<file path="config.mk">
export PLATFORM = sky130hd
export DESIGN_NAME = spu_sm_sched
export DESIGN_NICKNAME = d
export VERILOG_FILES = /design/src/rtl/spu_sched_pkg.sv /design/src/rtl/spu_cmd_fifo.sv /design/src/rtl/spu_sm_sched.sv
export SDC_FILE = /design/constraint.sdc
export NUM_CORES = 1
export LEC_CHECK = 0
export ABC_AREA = 1
export CAP_MARGIN = 40
export CORE_MARGIN = 3
export CORE_UTILIZATION = 50
export DETAILED_ROUTE_END_ITERATION = 7
export HOLD_SLACK_MARGIN = 0.02
export PLACE_DENSITY = 0.69
export RECOVER_POWER = 50
export SETUP_SLACK_MARGIN = 0.05
export SLEW_MARGIN = 0
export SYNTH_ARGS = -nofsm -noshare
export SYNTH_HDL_FRONTEND = slang
export SYNTH_HIERARCHICAL = 1
export SYNTH_SLANG_ARGS = --single-unit
</file>
<file path="constraint.sdc">
create_clock -name core_clk -period 4.9 [get_ports core_clk]
set_input_delay 0.49 -clock core_clk [delete_from_list [all_inputs] [get_ports core_clk]]
set_output_delay 0.49 -clock core_clk [all_outputs]
set_load 0.005 [all_outputs]
</file>
<file path="src/rtl/spu_sched_pkg.sv">
// Shared types and descriptor layout for the SPU softmax command scheduler.
// Descriptor fields are packed LSB first: six address fields, then the shifts.
package spu_sched_pkg;

  typedef enum logic [2:0] {
    S_IDLE  = 3'd0,
    S_LOAD  = 3'd1,
    S_START = 3'd2,
    S_RUN   = 3'd3,
    S_ERR   = 3'd4
  } sched_state_e;

  localparam int N_ADDR_FIELDS = 6;
  localparam int SHI_W = 4;
  localparam int EXO_W = 5;
  localparam int SHO_W = 4;

  localparam int F_MY = 0;
  localparam int F_MX = 1;
  localparam int F_IM = 2;
  localparam int F_OM = 3;
  localparam int F_IA = 4;
  localparam int F_OA = 5;

  function automatic int desc_w(input int aw);
    return N_ADDR_FIELDS * aw + SHI_W + EXO_W + SHO_W;
  endfunction

  function automatic int addr_off(input int aw, input int idx);
    return idx * aw;
  endfunction

  function automatic int shi_off(input int aw);
    return N_ADDR_FIELDS * aw;
  endfunction

  function automatic int exo_off(input int aw);
    return shi_off(aw) + SHI_W;
  endfunction

  function automatic int sho_off(input int aw);
    return exo_off(aw) + EXO_W;
  endfunction

endpackage

</file>
<file path="src/rtl/spu_cmd_fifo.sv">
// Register FIFO for job descriptors with first-word-fall-through head.
// Pointers carry one extra wrap bit to tell full from empty.
module spu_cmd_fifo #(
  parameter int DEPTH = 4,
  parameter int WIDTH = 8
) (
  input  logic             clk,
  input  logic             rst_n,
  input  logic             push,
  input  logic             pop,
  input  logic [WIDTH-1:0] din,
  output logic [WIDTH-1:0] dout,
  output logic             full,
  output logic             empty
);

  localparam int IW = $clog2(DEPTH);
  localparam int PW = IW + 1;

  logic [PW-1:0]    wr_q, wr_d;
  logic [PW-1:0]    rd_q, rd_d;
  logic [WIDTH-1:0] mem_q [DEPTH];
  logic             do_push;
  logic             do_pop;

  assign empty = (wr_q == rd_q);
  assign full  = (wr_q[IW] != rd_q[IW]) &&
                 (wr_q[IW-1:0] == rd_q[IW-1:0]);

  assign do_push = push & ~full;
  assign do_pop  = pop & ~empty;

  always_comb begin
    wr_d = wr_q + PW'(do_push);
    rd_d = rd_q + PW'(do_pop);
  end

  always_ff @(posedge clk or negedge rst_n) begin
    if (!rst_n) begin
      wr_q <= '0;
      rd_q <= '0;
    end else begin
      wr_q <= wr_d;
      rd_q <= rd_d;
    end
  end

  always_ff @(posedge clk) begin
    if (do_push) mem_q[wr_q[IW-1:0]] <= din;
  end

  assign dout = mem_q[rd_q[IW-1:0]];

endmodule

</file>
<file path="src/rtl/spu_sm_sched.sv">
// Softmax job scheduler: queues descriptors, validates them, holds the
// engine configuration stable per job and supervises each run with a watchdog.
module spu_sm_sched
  import spu_sched_pkg::*;
#(
  parameter int ADDR_WIDTH = 12,
  parameter int DEPTH      = 4,
  parameter int TIMEOUT_W  = 20,
  parameter int DESC_W     = desc_w(ADDR_WIDTH)
) (
  input  logic                  core_clk,
  input  logic                  rst_n,
  input  logic                  cmd_valid,
  output logic                  cmd_ready,
  input  logic [DESC_W-1:0]     cmd_desc,
  input  logic [TIMEOUT_W-1:0]  timeout_limit,
  input  logic                  err_clr,
  output logic                  sm_start,
  input  logic                  sm_end,
  output logic [ADDR_WIDTH-1:0] spu_matrix_y,
  output logic [ADDR_WIDTH-1:0] spu_matrix_x,
  output logic [ADDR_WIDTH-1:0] im_base_addr,
  output logic [ADDR_WIDTH-1:0] om_base_addr,
  output logic [ADDR_WIDTH-1:0] ifm_addr_align,
  output logic [ADDR_WIDTH-1:0] ofm_addr_align,
  output logic [3:0]            sm_shift_input,
  output logic [4:0]            sm_exp_shift_output,
  output logic [3:0]            sm_shift_output,
  output logic                  busy,
  output logic                  job_done,
  output logic                  bad_desc,
  output logic                  timeout_err,
  output logic [15:0]           jobs_done_cnt
);

  localparam int AW    = ADDR_WIDTH;
  localparam int O_MY  = addr_off(AW, F_MY);
  localparam int O_MX  = addr_off(AW, F_MX);
  localparam int O_IM  = addr_off(AW, F_IM);
  localparam int O_OM  = addr_off(AW, F_OM);
  localparam int O_IA  = addr_off(AW, F_IA);
  localparam int O_OA  = addr_off(AW, F_OA);
  localparam int O_SHI = shi_off(AW);
  localparam int O_EXO = exo_off(AW);
  localparam int O_SHO = sho_off(AW);

  sched_state_e         state_q, state_d;
  logic [DESC_W-1:0]    cfg_q, cfg_d;
  logic [TIMEOUT_W-1:0] wd_q, wd_d;
  logic [TIMEOUT_W-1:0] wd_inc;
  logic [15:0]          cnt_q, cnt_d;
  logic                 sm_start_q, sm_start_d;
  logic                 job_done_q, job_done_d;
  logic                 bad_desc_q, bad_desc_d;
  logic                 terr_q, terr_d;

  logic                 fifo_full;
  logic                 fifo_empty;
  logic                 fifo_pop;
  logic [DESC_W-1:0]    fifo_head;
  logic                 desc_bad;

  spu_cmd_fifo #(
    .DEPTH (DEPTH),
    .WIDTH (DESC_W)
  ) u_fifo (
    .clk   (core_clk),
    .rst_n (rst_n),
    .push  (cmd_valid & cmd_ready),
    .pop   (fifo_pop),
    .din   (cmd_desc),
    .dout  (fifo_head),
    .full  (fifo_full),
    .empty (fifo_empty)
  );

  assign cmd_ready = ~fifo_full;

  // The engine consumes 4 elements per word, so x must be a non-zero multiple of 4.
  assign desc_bad = (spu_matrix_y == '0) ||
                    (spu_matrix_x[AW-1:2] == '0) ||
                    (spu_matrix_x[1:0] != 2'b00);

  assign wd_inc = wd_q + TIMEOUT_W'(1);

  always_comb begin
    state_d    = state_q;
    cfg_d      = cfg_q;
    wd_d       = wd_q;
    cnt_d      = cnt_q;
    sm_start_d = 1'b0;
    job_done_d = 1'b0;
    bad_desc_d = 1'b0;
    terr_d     = terr_q;
    fifo_pop   = 1'b0;
    unique case (state_q)
      S_IDLE: begin
        if (!fifo_empty) begin
          fifo_pop = 1'b1;
          cfg_d    = fifo_head;
          state_d  = S_LOAD;
        end
      end
      S_LOAD: begin
        if (desc_bad) begin
          bad_desc_d = 1'b1;
          state_d    = S_IDLE;
        end else begin
          sm_start_d = 1'b1;
          state_d    = S_START;
        end
      end
      S_START: begin
        wd_d    = '0;
        state_d = S_RUN;
      end
      S_RUN: begin
        wd_d = wd_inc;
        // A completion in the limit cycle takes priority over the timeout.
        if (sm_end) begin
          job_done_d = 1'b1;
          cnt_d      = cnt_q + 16'd1;
          state_d    = S_IDLE;
        end else if (timeout_limit != '0 && wd_inc == timeout_limit) begin
          terr_d  = 1'b1;
          state_d = S_ERR;
        end
      end
      S_ERR: begin
        if (err_clr) begin
          terr_d  = 1'b0;
          state_d = S_IDLE;
        end
      end
      default: begin
        terr_d  = 1'b0;
        state_d = S_IDLE;
      end
    endcase
  end

  always_ff @(posedge core_clk or negedge rst_n) begin
    if (!rst_n) begin
      state_q    <= S_IDLE;
      cfg_q      <= '0;
      wd_q       <= '0;
      cnt_q      <= '0;
      sm_start_q <= 1'b0;
      job_done_q <= 1'b0;
      bad_desc_q <= 1'b0;
      terr_q     <= 1'b0;
    end else begin
      state_q    <= state_d;
      cfg_q      <= cfg_d;
      wd_q       <= wd_d;
      cnt_q      <= cnt_d;
      sm_start_q <= sm_start_d;
      job_done_q <= job_done_d;
      bad_desc_q <= bad_desc_d;
      terr_q     <= terr_d;
    end
  end

  assign spu_matrix_y        = cfg_q[O_MY +: AW];
  assign spu_matrix_x        = cfg_q[O_MX +: AW];
  assign im_base_addr        = cfg_q[O_IM +: AW];
  assign om_base_addr        = cfg_q[O_OM +: AW];
  assign ifm_addr_align      = cfg_q[O_IA +: AW];
  assign ofm_addr_align      = cfg_q[O_OA +: AW];
  assign sm_shift_input      = cfg_q[O_SHI +: SHI_W];
  assign sm_exp_shift_output = cfg_q[O_EXO +: EXO_W];
  assign sm_shift_output     = cfg_q[O_SHO +: SHO_W];

  assign sm_start      = sm_start_q;
  assign job_done      = job_done_q;
  assign bad_desc      = bad_desc_q;
  assign timeout_err   = terr_q;
  assign jobs_done_cnt = cnt_q;
  assign busy          = (state_q != S_IDLE) | ~fifo_empty;

endmodule

</file>
-- Yosys cells after proc, flatten, opt, wreduce, memory -nomap -nowiden
Memories as Yosys holds them, arrays and structs flattened. A register that Yosys moved wholly into a read port is not among the register bits.
Index checks and enable logic that the tools add are counted.
- add/sub/neg operators: 4
- equality and inequality tests: 13
- mux-type cells: 21
- bitwise gates (word level): 7
- reductions and logical operators: 17
- operators by type and width (operator ; count):
    one-hot mux 20 bit (2 select lines) ; 1
    adder 20 x 1 -> 20 bit, second input constant ; 1
    equality test 20 bit ; 1
    nonzero test 20 bit ; 1
    adder 16 x 1 -> 16 bit, second input constant ; 1
    one-hot mux 3 bit (5 select lines) ; 1
    2-to-1 mux 1 bit ; 13
    zero test 12 bit ; 1
    2-to-1 mux 3 bit ; 4
    zero test 10 bit ; 1
    inequality test 2 bit, second input constant ; 4
    adder 3 x 1 -> 3 bit ; 2
    equality test 3 x 2 -> 1 bit, second input constant ; 2
    AND reduction 2 bit ; 2
    AND reduction 4 bit ; 1
    nonzero test 2 bit ; 2
    bitwise AND 1 bit ; 3
    equality test 3 x 1 -> 1 bit, second input constant ; 1
    equality test 3 bit ; 1
    equality test 3 bit, second input constant ; 1
    zero test 3 bit ; 1
    inequality test 3 bit, second input constant ; 1
    NOT 1 bit ; 3
    one-hot mux 1 bit (3 select lines) ; 1
    other kinds (10) ; 12
- register bits: 49
- RAM bits: 340
- memories kept: 1
- memory list (name ; words ; bits a word ; read ports ; clocked after Yosys merged registers in ; wr ports ; line ; text):
    u_fifo.mem_q ; 4 ; 85 ; 1 ; 1 ; 1 ; spu_cmd_fifo.sv:22 ; logic [WIDTH-1:0] mem_q [DEPTH];

-- Depth between registers and ports, before layout
Gate-level depths: netlist of the first run.
- word-level depth: 7
- gate-level depth with buffers: 17
- depth with buffers taken out: 17

-- Modules after synthesis
Netlist of the first run, hierarchy kept.
- modules (own cells, without submodules) (module ; times used ; cells each ; area each (um2)):
    spu_cmd_fifo ; 1 ; 861 ; 13276.5
    spu_sm_sched ; 1 ; 754 ; 6113.4

-- Least setup slack after synthesis of the first run
No wires, ideal clock.
- path kind: reg2reg
- start: reg u_fifo.rd_q[0]
- end: mem u_fifo/mem_q[1][0] (netlist bit), enable pin
- library setup time: 461 ps
- arrival: 3366 ps
- data required time: 4439 ps
- slack: 1072 ps
- stages on the path, launching flop included: 9
- path buffers: 2
- period minus slack after synthesis: 3828 ps
- cells stage by stage: dfrtp_1 > buf_6 > buf_6 > xnor2_2 > nand3_2 > inv_1 > nor2_1 > nand2_4 > nor2_2
- cells in the longest elaborated chain, start to end: 7
- ends and longest elaborated chain (element ; line ; text):
    from (decl) ; spu_cmd_fifo.sv:21 ; logic [PW-1:0] rd_q, rd_d;
    from (signal assigned) ; spu_cmd_fifo.sv:44 ; rd_q <= rd_d;
    equality test 2 bit (*) ; spu_cmd_fifo.sv:28 ; (wr_q[IW-1:0] == rd_q[IW-1:0]);
    logical AND 1 bit (*) ; spu_cmd_fifo.sv:27 ; assign full = (wr_q[IW] != rd_q[IW]) &&
    named net fifo_full ; spu_sm_sched.sv:57 ; logic fifo_full;
    NOT 1 bit (*) ; spu_cmd_fifo.sv:30, spu_sm_sched.sv:77 ;
    bitwise AND 1 bit ; spu_sm_sched.sv:69 ; .push (cmd_valid & cmd_ready),
    bitwise AND 1 bit (*) ; spu_cmd_fifo.sv:30 ; assign do_push = push & ~full;
    2-to-1 mux 1 bit (*) ; spu_cmd_fifo.sv:49 ; if (do_push) mem_q[wr_q[IW-1:0]] <= din;
    2-to-1 mux 1 bit (implied by the code) (*) ; spu_cmd_fifo.sv:49 ;
    to (decl) ; spu_cmd_fifo.sv:22 ;
Mark *: on every way through the listed nets, which the timed path passes. The rest lies on a longest branch.

==> results.json, run 1 <==
{
  "hpwl_mm": 27.2,
  "dp_cells": 2288,
  "drv_cap": 2,
  "first_iter_violations": 870,
  "synth.ff_latch_count": 474,
  "setup_tns_ns": 0,
  "drt_drc_violations_left": 0,
  "grt_pass1_vias": 12900,
  "synth_top_area_cell": "edfxtp_1",
  "fin_nets": 1943,
  "period_share_pct": 66.1,
  "start_kind": "input port",
  "grtUsageTotal_pct": 21.6,
  "area_growth_pct": 21.6,
  "arrival_ns": 3.41,
  "reg2reg_depth": 10,
  "die_w_um": 203,
  "critPathKind": "input port to async pin",
  "slew_headroom_pct": -60.7,
  "dieArea_um2": 41200,
  "post-cts-setup-buffers": 0,
  "ys.warnings.count": 6,
  "wire_per_inst_um": 18.5,
  "synth_edf_count": 340,
  "io_buffers": 216,
  "antenna_found_initial": 14,
  "route.vias.total": 12700,
  "final-setup-viol-count": 0,
  "ff_latch_area_um2": 13600,
  "leakage_nw": 9.07,
  "synthCells": 1615,
  "cts_resized": 0,
  "dr.pass1.iters": 4,
  "drive_gt1_share_pct": 11.5,
  "cts_tree": "built",
  "avgViaCountPerCell": 5.32,
  "ys_types": 42,
  "grt-ovfl-total": 0,
  "fillers": 2964,
  "cts_max_path_buffers": 3,
  "run_status": "finished with violations",
  "stdcell_count": 2387,
  "hold_viol_final": 0,
  "async_flop_share_pct": 28.3,
  "rsz0062_at_grt": "no",
  "synth.area.top_cells": "edfxtp_1 (53%), dfrtp_1 (17%), nand2_1 (7.1%), o21ai_0 (4.0%), nor2_1 (3.3%)",
  "gp_congestion": 0.855,
  "peakVddDrop_mv": 0.499,
  "grt_max_degree": 88,
  "multi_input_area_um2": 5060,
  "r2r_end": "cfg_q[26]$_DFFE_PN0P_",
  "io_pins": 217,
  "crit_fanout": 61,
  "syn_area_per_cell_um2": 12.0,
  "hp-class": "flip-flop to flip-flop",
  "cp.required_ns": 5.07,
  "worstReg2RegStart": "u_fifo/rd_q[1]$_DFF_PN0_",
  "clkTransAtPathRegs_ns": 0.06,
  "violations": "max-capacitance violations, max-slew violations",
  "insertion_delay_ns": 0.58,
  "skew_ns": 0.00986,
  "synth_top_area_share_pct": 52.7,
  "start_util_pct": 51.1,
  "ant_nets": 0,
  "yosysSeqAreaShare_pct": 69.9,
  "cts.sinks": 474,
  "wirelength_mm": 44.2,
  "min_path_cells": 2,
  "finalCriticalPeriod_ns": 3.24,
  "fmax_mhz": 309,
  "min_to": "cfg_q[74]$_DFFE_PN0P_",
  "root_buffer": "clkbuf_16",
  "powerDensity_nw_per_um2": 614,
  "worstMarginPinSlew_ns": 2.41,
  "regToRegSetupSlack_ns": 1.94,
  "coreArea_um2": 37900,
  "cts_max_level": 2,
  "cts_buffers": 47,
  "min_from": "cfg_q[74]$_DFFE_PN0P_",
  "worstSetupEndpointType": "async pin",
  "synthFlopType": "edfxtp_1",
  "rows": 71,
  "syn_nets": 1731,
  "slew_violations": 77,
  "syn-cell-area_um2": 19400,
  "grt_first_pass_wirelength_mm": 70.1,
  "floorplan.die.height_um": 203
}
-- logic make-up after synthesis --
logic type | Yosys count | synth area share, %
buffers and inverters | 144 | 3.68
AO/OA/AOI/OAI | 285 | 9.16
flip-flops | 474 | 69.9
AND/OR/NAND/NOR | 684 | 15.7
adder cells (fa/ha/maj) | 6 | 0.387
XOR/XNOR | 22 | 1.10
-- placed cells by master, fill, tap and decap left out, types with 40 or more instances in the layout --
master / Yosys / final
nand2_1: 369 / 372
edfxtp_1: 340 / 340
nor2_1: 168 / 172
o21ai_0: 156 / 156
dfrtp_1: 134 / 132
clkdlybuf4s50_1: 0 / 111
dlygate4sd3_1: 0 / 105
o22ai_1: 64 / 64
inv_1: 58 / 59
clkbuf_16: 0 / 48
nor2_2: 44 / 40
-- power by group --
part           switching (mW)  internal, mW
logic                    2.98          1.87
registers               0.539          5.49
clock network            1.50          2.10
-- Yosys cell counts, drive strengths merged, types with 6 or more instances --
master / number
buf: 38
clkbuf: 38
dfrtp: 134
edfxtp: 340
ha: 6
inv: 66
nand2: 386
nand3: 45
nand3b: 9
nand4: 9
nor2: 222
nor4: 8
o21ai: 183
o22ai: 99
xnor2: 9
xor2: 12
-- area by class of cell --
class / count / share of cell area, %
Sequential cell: 474 / 57.6
Inverter: 68 / 1.11
Clock inverter: 24 / 1.04
Clock buffer: 64 / 5.56
Timing Repair Buffer: 239 / 10.4
Antenna cell: 10 / 0.106
Tap cell: 511 / 2.71
Multi-Input combinational cell: 997 / 21.5
-- state kept, by name, summed over array words and instances, names as in the netlist --
name           cells
u_fifo/mem_q     340
cfg_q             85
wd_q              20
jobs_done_cnt     16
state_q            3
u_fifo/rd_q        3
u_fifo/wr_q        3
bad_desc           1
job_done           1
sm_start           1
timeout_err        1
-- how the worst max path moves through the flow --
stage / start / to / depth (start not counted)
floorplan: u_fifo/rd_q[0]$_DFF_PN0_ / u_fifo/mem_q[1][0]$_DFFE_PP_ / 8
global placement: u_fifo/rd_q[0]$_DFF_PN0_ / u_fifo/rd_q[2]$_DFF_PN0_ / 10
detailed placement: u_fifo/rd_q[1]$_DFF_PN0_ / cfg_q[26]$_DFFE_PN0P_ / 10
CTS: u_fifo/rd_q[1]$_DFF_PN0_ / busy / 6
global route: rst_n / jobs_done_cnt[4]$_DFFE_PN0P_ / 3
finish: rst_n / jobs_done_cnt[14]$_DFFE_PN0P_ / 3
-- worst max-delay path, cell delays in order --
cell           delay [ns]
dlygate4sd3_1        0.55
buf_6                0.51
clkbuf_1             1.77
-- per-stage QoR --
| stage | hold slack (ns) | utilization (%) | total power, mW | worst slack, ns | cell area, um^2 |
|---|---|---|---|---|---|
| floorplan | 0.194 | - | 9.07 | 1.07 | 19400 |
| global placement | 0.455 | 57.8 | 10.8 | 1.71 | 21900 |
| detailed placement | 0.459 | 58.2 | 11.1 | 1.90 | 22100 |
| CTS | 0.473 | 62.3 | 14.7 | 1.74 | 23600 |
| global route | 0.491 | 62.1 | 15.4 | 1.08 | 23600 |
| finish | 0.468 | 62.1 | 14.5 | 1.66 | 23600 |
-- timing repair --
| item | 4_1_cts | 5_1_grt |
|---|---|---|
| endpoints found under the hold margin | 59 | 0 |
| endpoints found under the setup margin | 0 | 0 |
| hold buffers | 1 | 0 |
-- layer usage --
metal  vias to the layer above  routed length (um)  track usage [%]
li1                       6057                   -                -
met1                      6211               18600             28.6
met2                       352               21600             35.3
met3                        72                2830             4.65
met4                        10                1150             8.12
met5                         -                  69                0
Power figures use the tool's default switching activity.
==> run 2, diff against run 1 <==
==> constraint.sdc (replaced) <==
create_clock -name core_clk -period 3 [get_ports core_clk]
set_input_delay 0.3 -clock core_clk [delete_from_list [all_inputs] [get_ports core_clk]]
set_output_delay 0.3 -clock core_clk [all_outputs]
set_load 0.005 [all_outputs]
==> run 2 against run 1 <==
  * The flow still finishes with violations (max-capacitance violations, max-slew violations)
  * Routed wire length shrank 0.14%
  * Global-route usage shrank 0.10 points
  * Critical path depth grew 8
  * Worst setup slack lost 1.2 ns
  * Clock skew grew 0.0074 ns
  * Worst hold slack lost 0.022 ns
  * First-iteration DRC count shrank 7.4%
  * Clock power grew 63%
  * Highest routed layer unchanged
==> results.json, run 2 (same netlist as run 1, synthesis figures left out) <==
{
  "run_status": "finished with violations",
  "violations": "max-capacitance violations, max-slew violations",
  "drv_cap": 1,
  "area_growth_pct": 22.0,
  "io_buffers": 216,
  "cts_tree": "built",
  "rows": 71,
  "cts_max_path_buffers": 3,
  "fmax_mhz": 388,
  "crit_start": "state_q[2]$_DFFE_PN0P_",
  "regToRegSetupSlack_ns": 0.42,
  "start_kind": "flip-flop",
  "finalCriticalPeriod_ns": 2.58,
  "slew_violations": 25,
  "start_util_pct": 51.1,
  "die_w_um": 203,
  "grt-ovfl-total": 0,
  "worstSetupEndpointType": "flip-flop",
  "cts_resized": 0,
  "grt_max_degree": 172,
  "post-place-ws_ns": 0.724,
  "rsz0062_at_grt": "no",
  "grtUsageTotal_pct": 21.5,
  "leakage_nw": 9.11,
  "whs_ns": 0.446,
  "drt_drc_violations_left": 0,
  "clkTransAtPathRegs_ns": 0.06,
  "critPathKind": "flip-flop to flip-flop",
  "coreArea_um2": 37900,
  "worstReg2RegStart": "state_q[2]$_DFFE_PN0P_",
  "slew_headroom_pct": -11.3,
  "cts_buffers": 48,
  "hold_viol_final": 0,
  "skew_ns": 0.0173,
  "io_pins": 217,
  "insertion_delay_ns": 0.56,
  "root_buffer": "clkbuf_16",
  "hpwl_mm": 26.8,
  "cts.hold.buffers_added": 1,
  "layout_common_cells": "nand2_1 (370), edfxtp_1 (340), nor2_1 (169)",
  "worstMarginPinSlew_ns": 1.67,
  "mostFrequentLayoutCell": "nand2_1",
  "grt_first_pass_wirelength_mm": 70.6,
  "wire_per_inst_um": 18.5,
  "cts_max_level": 2,
  "place_area_um2": 22100,
  "dr.pass1.iters": 5,
  "largest_register_ffs": 340,
  "period_share_pct": 85.9,
  "grt_pass1_vias": 13000,
  "antenna_found_initial": 14,
  "setup_tns_ns": 0,
  "route.vias.total": 12700,
  "fin_area_um2": 23700,
  "cp.required_ns": 3.43,
  "min_from": "cmd_desc[75]",
  "hp-class": "input port to flip-flop",
  "first_iter_violations": 806,
  "ant_nets": 0,
  "dieArea_um2": 41200,
  "powerDensity_nw_per_um2": 1000,
  "finalPower_mw": 23.7,
  "peakVddDrop_mv": 0.956,
  "drive_gt1_share_pct": 12.3,
  "fin_nets": 1946,
  "gp_congestion": 0.830,
  "arrival_ns": 3.01,
  "final-setup-viol-count": 0,
  "setup_slack_ns": 0.423,
  "cts.sinks": 474,
  "avgViaCountPerCell": 5.33,
  "wirelength_mm": 44.2,
  "post-cts-setup-buffers": 0,
  "crit_fanout": 8,
  "floorplan.die.height_um": 203
}
## run 2: cell types whose count changed in the layout (fill, tap and decap cells not counted), moves of 4 or more
| cell | change |
|---|---|
| clkinv_4 | +4 |
| clkdlybuf4s50_1 | -6 |
| dlygate4sd3_1 | +6 |
| buf_12 | +5 |
| diode_2 | -4 |
## run 2: path summary, 6_finish.rpt
check                                                     end  cells past startpoint
min in group asynchronous               cfg_q[20]$_DFFE_PN0P_                      2
max in group asynchronous               cfg_q[49]$_DFFE_PN0P_                      3
worst max register to register  jobs_done_cnt[15]$_DFFE_PN0P_                     11
worst max-delay path            jobs_done_cnt[15]$_DFFE_PN0P_                     11
worst min-delay path            u_fifo/mem_q[1][75]$_DFFE_PP_                      1
worst min register to register          cfg_q[72]$_DFFE_PN0P_                      2
## run 2: layout make-up
cell class | count | area (um^2)
Clock buffer | 64 | 1310
Antenna cell | 6 | 15.0
Multi-Input combinational cell | 997 | 5120
Tap cell | 511 | 639
Sequential cell | 474 | 13600
Inverter | 68 | 263
Timing Repair Buffer | 241 | 2480
Fill cell | 2975 | 14300
Clock inverter | 24 | 262
## run 2: metal layers
layer | share of wire [%] | up-vias | GRT usage (%)
met5 | 0.16 | - | 0
met4 | 2.2 | 10 | 6.01
met3 | 5.2 | 78 | 4.26
met2 | 48 | 320 | 35.5
met1 | 44 | 6241 | 29.3
li1 | - | 6053 | -
## run 2: through the flow
stage | std cells | util [%]
global route | 2382 | 62.3
detailed placement | 2290 | 58.2
floorplan | 1615 | -
finish | 2385 | 62.4
global placement | 2289 | 58.2
CTS | 2379 | 62.4
## run 2: critical path: stages (launching register included)
cell      delay [ns]
dfrtp_1         0.46
inv_1           0.12
nand2_2         0.08
nor2_1          0.49
nand2_1         0.36
clkinv_2        0.15
nand2_2         0.08
inv_2           0.06
nand3_2         0.10
nor4_4          0.23
nand4_1         0.17
xnor2_1         0.16
## run 2: report_power, final
part           internal (mW)  leakage, nW  total (mW)  switching (mW)
combinational           3.04         3.54        8.02            4.98
clock                   3.44        0.771        5.88            2.44
sequential              8.96         4.80        9.75           0.791
total                   15.4         9.11        23.7            8.21
==> run 3, diff against run 2 <==
==> constraint.sdc (replaced) <==
create_clock -name core_clk -period 2.8 [get_ports core_clk]
set_input_delay 0.28 -clock core_clk [delete_from_list [all_inputs] [get_ports core_clk]]
set_output_delay 0.28 -clock core_clk [all_outputs]
set_load 0.005 [all_outputs]
==> run 3 against run 2 <==
  * The run still ends with max-capacitance violations, max-slew violations left
  * First-iteration DRC count down 0.37%
  * Routed wire length grew 1.5%
  * Non-clock buffer count unchanged
  * Clock skew rose by 0.0035 ns
  * Combinational power rose by 7.2%
  * Core utilization rose by 0.41 points
  * Die area stayed put
  * Clock power up 19%
  * Worst setup slack lost 0.11 ns
  * Global-route usage increased by 0.36 points
  * Design area up 0.66%
==> results.json, run 3 (same netlist as run 1, synthesis figures left out) <==
{
  "hpwl_mm": 26.3,
  "run_status": "finished with violations",
  "coreArea_um2": 37900,
  "fillers": 2972,
  "route.vias.total": 12700,
  "setup_slack_ns": 0.313,
  "worstSetupEndpointType": "primary output",
  "cts_tree": "built",
  "final-setup-viol-count": 0,
  "crit_chain": "xnor2_1 > nand3b_1 > inv_1 > nand3_1 > clkdlybuf4s50_1",
  "insertion_delay_ns": 0.59,
  "crit_path_top_delay_cell": "dfrtp_4",
  "hp-class": "input port to flip-flop",
  "multi_input_area_um2": 5080,
  "die_w_um": 203,
  "comb_power_share_pct": 33.0,
  "root_buffer": "clkbuf_16",
  "drt_drc_violations_left": 0,
  "slew_violations": 54,
  "powerDensity_nw_per_um2": 1090,
  "grt_max_degree": 172,
  "worstMarginPinSlew_ns": 1.54,
  "dr.pass1.iters": 5,
  "wire_per_inst_um": 18.8,
  "fmax_mhz": 402,
  "start_kind": "flip-flop",
  "io_pins": 217,
  "clkPwrFrac_pct": 26.9,
  "rsz0062_at_grt": "no",
  "grt-ovfl-total": 0,
  "finalPower_mw": 26.0,
  "cts_max_level": 2,
  "crit_buf_inv": 2,
  "mostFrequentLayoutCell": "nand2_1",
  "gp_congestion": 0.869,
  "fin_nets": 1948,
  "drive_gt1_share_pct": 12.0,
  "cpLargestDelayFamily": "buffers and inverters",
  "area_growth_pct": 22.8,
  "clkTransAtPathRegs_ns": 0.06,
  "rows": 71,
  "whs_ns": 0.399,
  "cts_max_path_buffers": 3,
  "cts_buffers": 50,
  "setup_tns_ns": 0,
  "arrival_ns": 2.21,
  "wirelength_mm": 44.8,
  "cts.sinks": 474,
  "slew_headroom_pct": -2.41,
  "seqPwrFrac_pct": 40.1,
  "largest_register_ffs": 340,
  "grt_pass1_vias": 12700,
  "cp_slowest_stage_delay_ns": 0.51,
  "first_iter_violations": 803,
  "grt_first_pass_wirelength_mm": 70.8,
  "finalCriticalPeriod_ns": 2.49,
  "hold_viol_final": 0,
  "cp.required_ns": 2.52,
  "power_switching_mw": 8.85,
  "peakVddDrop_mv": 1.05,
  "start_util_pct": 51.1,
  "drv_cap": 1,
  "post-place-ws_ns": 0.677,
  "antenna_found_initial": 14,
  "floorplan.die.height_um": 203,
  "crit_fanout": 3,
  "p_int_mw": 17.2,
  "skew_ns": 0.0208,
  "avgViaCountPerCell": 5.31,
  "dieArea_um2": 41200,
  "leakage_nw": 9.19,
  "ff_latch_area_um2": 13600,
  "utilization_pct": 62.8,
  "layout_common_cells": "nand2_1 (372), edfxtp_1 (340), nor2_1 (169)",
  "violations": "max-capacitance violations, max-slew violations",
  "period_share_pct": 88.8,
  "io_buffers": 216,
  "ant_nets": 0,
  "switching_share_pct": 34.0,
  "critPathKind": "flip-flop to primary output",
  "grtUsageTotal_pct": 21.8
}
-- run 3: cell types whose count changed in the layout (fill, tap and decap cells not counted), sizes merged --
| cell | before | now |
|---|---|---|
| bufinv | 4 | 9 |
| clkdlybuf4s50 | 105 | 110 |
| dlygate4sd3 | 111 | 106 |
| clkbuf | 66 | 72 |
| clkinv | 19 | 10 |
-- run 3: power by group through the flow --
| stage | Sequential, mW | Clock (mW) | Combinational (mW) |
|---|---|---|---|
| detailed placement | 10.6 | 0 | 8.85 |
| global route | 10.6 | 7.44 | 9.61 |
| finish | 10.4 | 7.00 | 8.60 |
| global placement | 10.5 | 0 | 8.60 |
| CTS | 10.5 | 7.15 | 8.88 |
| floorplan | 10.4 | 0 | 5.42 |
-- run 3: metrics by stage --
stage	std cells	instance area, um^2
global placement	2288	22000
floorplan	1615	19400
detailed placement	2290	22100
global route	2382	23800
finish	2387	23800
CTS	2381	23900
-- run 3: worst paths after layout --
path | start | slack [ns] | cells past startpoint | to
worst max-delay path | u_fifo/rd_q[0]$_DFF_PN0_ | 0.31 | 5 | busy
worst min register to register | cfg_q[77]$_DFFE_PN0P_ | 0.46 | 2 | cfg_q[77]$_DFFE_PN0P_
max in group asynchronous | rst_n | 0.58 | 3 | wd_q[7]$_DFFE_PN0P_
worst max register to register | state_q[2]$_DFFE_PN0P_ | 0.45 | 11 | jobs_done_cnt[14]$_DFFE_PN0P_
worst min-delay path | cmd_desc[19] | 0.40 | 1 | u_fifo/mem_q[0][19]$_DFFE_PP_
min in group asynchronous | rst_n | 0.61 | 2 | cfg_q[17]$_DFFE_PN0P_
-- run 3: layer usage --
| metal | track usage [%] | share of wire, % |
|---|---|---|
| met4 | 5.96 | 1.9 |
| met3 | 5.21 | 6.2 |
| met2 | 36.7 | 49 |
| met5 | 0 | 0.23 |
| met1 | 28.7 | 43 |
-- run 3: layout make-up --
type,instances,area share [%]
Timing Repair Buffer,241,10.4
Clock inverter,20,1.54
Tap cell,511,2.69
Clock buffer,70,5.87
Sequential cell,474,57.0
Inverter,68,1.10
Antenna cell,6,0.0631
Multi-Input combinational cell,997,21.4
-- run 3: timing repair --
item | CTS | global route
endpoints found under the hold margin | 52 | 0
setup buffers | 0 | 0
hold buffers | 1 | 0
resized for setup | 0 | 0
==> RTL edit (flow settings as in run 2) <==
Make the reset (`rst_n`) synchronous in 2 clocked blocks.
--- a/src/rtl/spu_cmd_fifo.sv
+++ b/src/rtl/spu_cmd_fifo.sv
@@ -35,7 +35,7 @@
     rd_d = rd_q + PW'(do_pop);
   end
 
-  always_ff @(posedge clk or negedge rst_n) begin
+  always_ff @(posedge clk) begin
     if (!rst_n) begin
       wr_q <= '0;
       rd_q <= '0;
--- a/src/rtl/spu_sm_sched.sv
+++ b/src/rtl/spu_sm_sched.sv
@@ -139,7 +139,7 @@
     endcase
   end
 
-  always_ff @(posedge core_clk or negedge rst_n) begin
+  always_ff @(posedge core_clk) begin
     if (!rst_n) begin
       state_q    <= S_IDLE;
       cfg_q      <= '0;
Check against the original RTL: differs if rst_n is asserted again (counterexample within 4 cycles, from zero or initial values and one cycle with rst_n low); with rst_n held inactive, the same outputs for 4 cycles.
==> RTL edit against run 2 <==
- setup slack better by 0.20 ns
- global-route usage up 0.30 points
- power down 21%
- synthesized cell count up 5.8%
- area after synthesis down 2.2%
- register-to-register slack better by 0.26 ns
- clock power up 5.4%
- cell area down 1.6%
- sequential cell count unchanged
- routed wire length up 1.3%
- largest power group unchanged
==> RTL edit: results (changes against run 2) <==
DR iter-0 viols = 795 (was 806)
Clk_lat worst skew = 0.58 ns (was 0.56 ns)
Post-Synthesis Net Count = 1825 (was 1731)
Tot GR Track Use = 0.218 (was 0.215)
Syn Area/Cell = 11.1 um2 (was 12.0 um2)
Seq/Total Area, Yosys = 0.680 (was 0.699)
DR WL met3 = 3140 um (was 2290 um)
GRT met3 Usage = 0.0524 (was 0.0426)
Area contributors post-synth = edfxtp_1 54%, dfxtp_1 14%, nor2_1 7.0% (was edfxtp_1 53%, dfrtp_1 17%, nand2_1 7.1%)
Reg2reg end = cfg_q[11]$_SDFFE_PN0P_ (was jobs_done_cnt[15]$_DFFE_PN0P_)
Outcome = finished, final reports clean (was finished with violations)
Root Driver = clkbuf_16 (unchanged)
Via count = 13300 (was 12700)
Arr. time, crit path = 2.08 ns (was 3.01 ns)
Critical Path Start = u_fifo/wr_q[1]$_SDFF_PN0_ (was state_q[2]$_DFFE_PN0P_)
DRT Wirelength = 44800 um (was 44200 um)
Async SR Flop Fraction = 0 (was 0.283)
Yosys cell types = 40 (was 42)
CTS max path bufs = 3 (unchanged)
Largest stage delay, worst path = 0.53 ns (was 0.49 ns)
Clock skew = 0.0210 ns (was 0.0173 ns)
Worst ir drop on vdd = 553 uV (was 956 uV)
Tightest Pin Transition = 1.12 ns (was 1.67 ns)
Routability cong. = 0.860 (was 0.830)
Worst path slowest cell = clkdlybuf4s50_1 (was nor2_1)
Critical path endpoint = busy (was jobs_done_cnt[15]$_DFFE_PN0P_)
Delay-heaviest family, CP = buffers and inverters (was simple AND/OR/NAND/NOR gates)
Commonest cells post-synth = 353 x nor2_1, 340 x edfxtp_1, 241 x o21ai_0 (was 369 x nand2_1, 340 x edfxtp_1, 168 x nor2_1)
Fin cells = 2458 (was 2385)
Global Route met2 Usage = 0.360 (was 0.355)
First-pass GRT wire length = 70500 um (was 70600 um)
Hpwl dp = 26000 um (was 26800 um)
Fillers = 2920 (was 2975)
Met1 wire length = 19400 um (was 19500 um)
Met1 usage = 0.288 (was 0.293)
Final #Nets = 2025 (was 1946)
Worst r2r path cells = 10 (was 11)
Largest net degree at the start of global routing = 173 (was 172)
Initial antenna violation count = 16 (was 14)
FF-to-FF setup slack = 0.68 ns (was 0.42 ns)
Placed instance count = 2363 (was 2290)
Share of layout cells above drive strength 1 = 0.103 (was 0.123)
Leakage power = 8.49 nW (was 9.11 nW)
Critical path peak fanout = 5 (was 8)
Post-CTS setup buffers = 0 (unchanged)
## RTL edit: changes by cell type after synthesis, moves of 18 or more
| cell | run 2 | this run |
|---|---|---|
| o21ai_0 | 156 | 241 |
| nor2_1 | 168 | 353 |
| nand2_1 | 369 | 158 |
| nand3_1 | 36 | 54 |
| a21oi_1 | 2 | 40 |
| dfrtp_1 | 134 | 0 |
| dfxtp_1 | 0 | 134 |
## RTL edit: cell families (layout without fill, tap and decap cells)
| kind of cell | Yosys count | count (layout) | synth area share |
|---|---|---|---|
| simple gates | 656 | 656 | 0.148 |
| other cells | 0 | 5 | 0 |
| xor+xnor | 4 | 4 | 0.00224 |
| buf+inv | 170 | 410 | 0.0426 |
| flops | 474 | 474 | 0.680 |
| fa+ha+maj | 6 | 6 | 0.00396 |
| compound gates | 399 | 399 | 0.123 |
## RTL edit: report_power, final
part / internal [W] / switching, W
logic: 0.00170 / 0.00260
clock network: 0.00375 / 0.00246
registers: 0.00782 / 0.000425
total: 0.0133 / 0.00548
## RTL edit: tightest hold or removal path, delay by kind of cell
kind | cells | cell delay (ns)
buffers and inverters | 2 | 0.28
and+or+nand+nor | 1 | 0.11
## RTL edit: metrics by stage
stage	util	power [W]	setup WS, ns	area, um2	TNS [ns]
finish	0.630	0.0187	0.623	23300	0
global route	0.629	0.0197	0.405	23300	0
CTS	0.631	0.0191	0.587	23300	0
detailed placement	0.585	0.0129	0.659	21600	0
global placement	0.583	0.0128	0.752	21600	0
floorplan	-	0.0107	-0.753	19000	-255.91
## RTL edit: layout make-up
| cell class | count | area, um2 | share of cell area |
|---|---|---|---|
| Antenna cell | 5 | 12.5 | 0.000538 |
| Clock buffer | 69 | 1420 | 0.0611 |
| Clock inverter | 21 | 274 | 0.0118 |
| Sequential cell | 474 | 12900 | 0.554 |
| Inverter | 80 | 307 | 0.0132 |
| Multi-Input combinational cell | 1065 | 5240 | 0.225 |
| Tap cell | 504 | 631 | 0.0271 |
| Timing Repair Buffer | 240 | 2490 | 0.107 |
## RTL edit: worst min path at each step
stage | from | endpoint | slack [ns] | depth (start not counted)
after CTS | rst_n | u_fifo/rd_q[1]$_SDFF_PN0_ | 0.15 | 3
final | rst_n | u_fifo/rd_q[1]$_SDFF_PN0_ | 0.19 | 3
after global placement | timeout_err$_SDFFE_PN0P_ | timeout_err$_SDFFE_PN0P_ | 0.44 | 2
after global routing | rst_n | u_fifo/rd_q[1]$_SDFF_PN0_ | 0.20 | 3
after floorplan | rst_n | u_fifo/rd_q[0]$_SDFF_PN0_ | 0.39 | 2
after detailed placement | timeout_err$_SDFFE_PN0P_ | timeout_err$_SDFFE_PN0P_ | 0.46 | 2
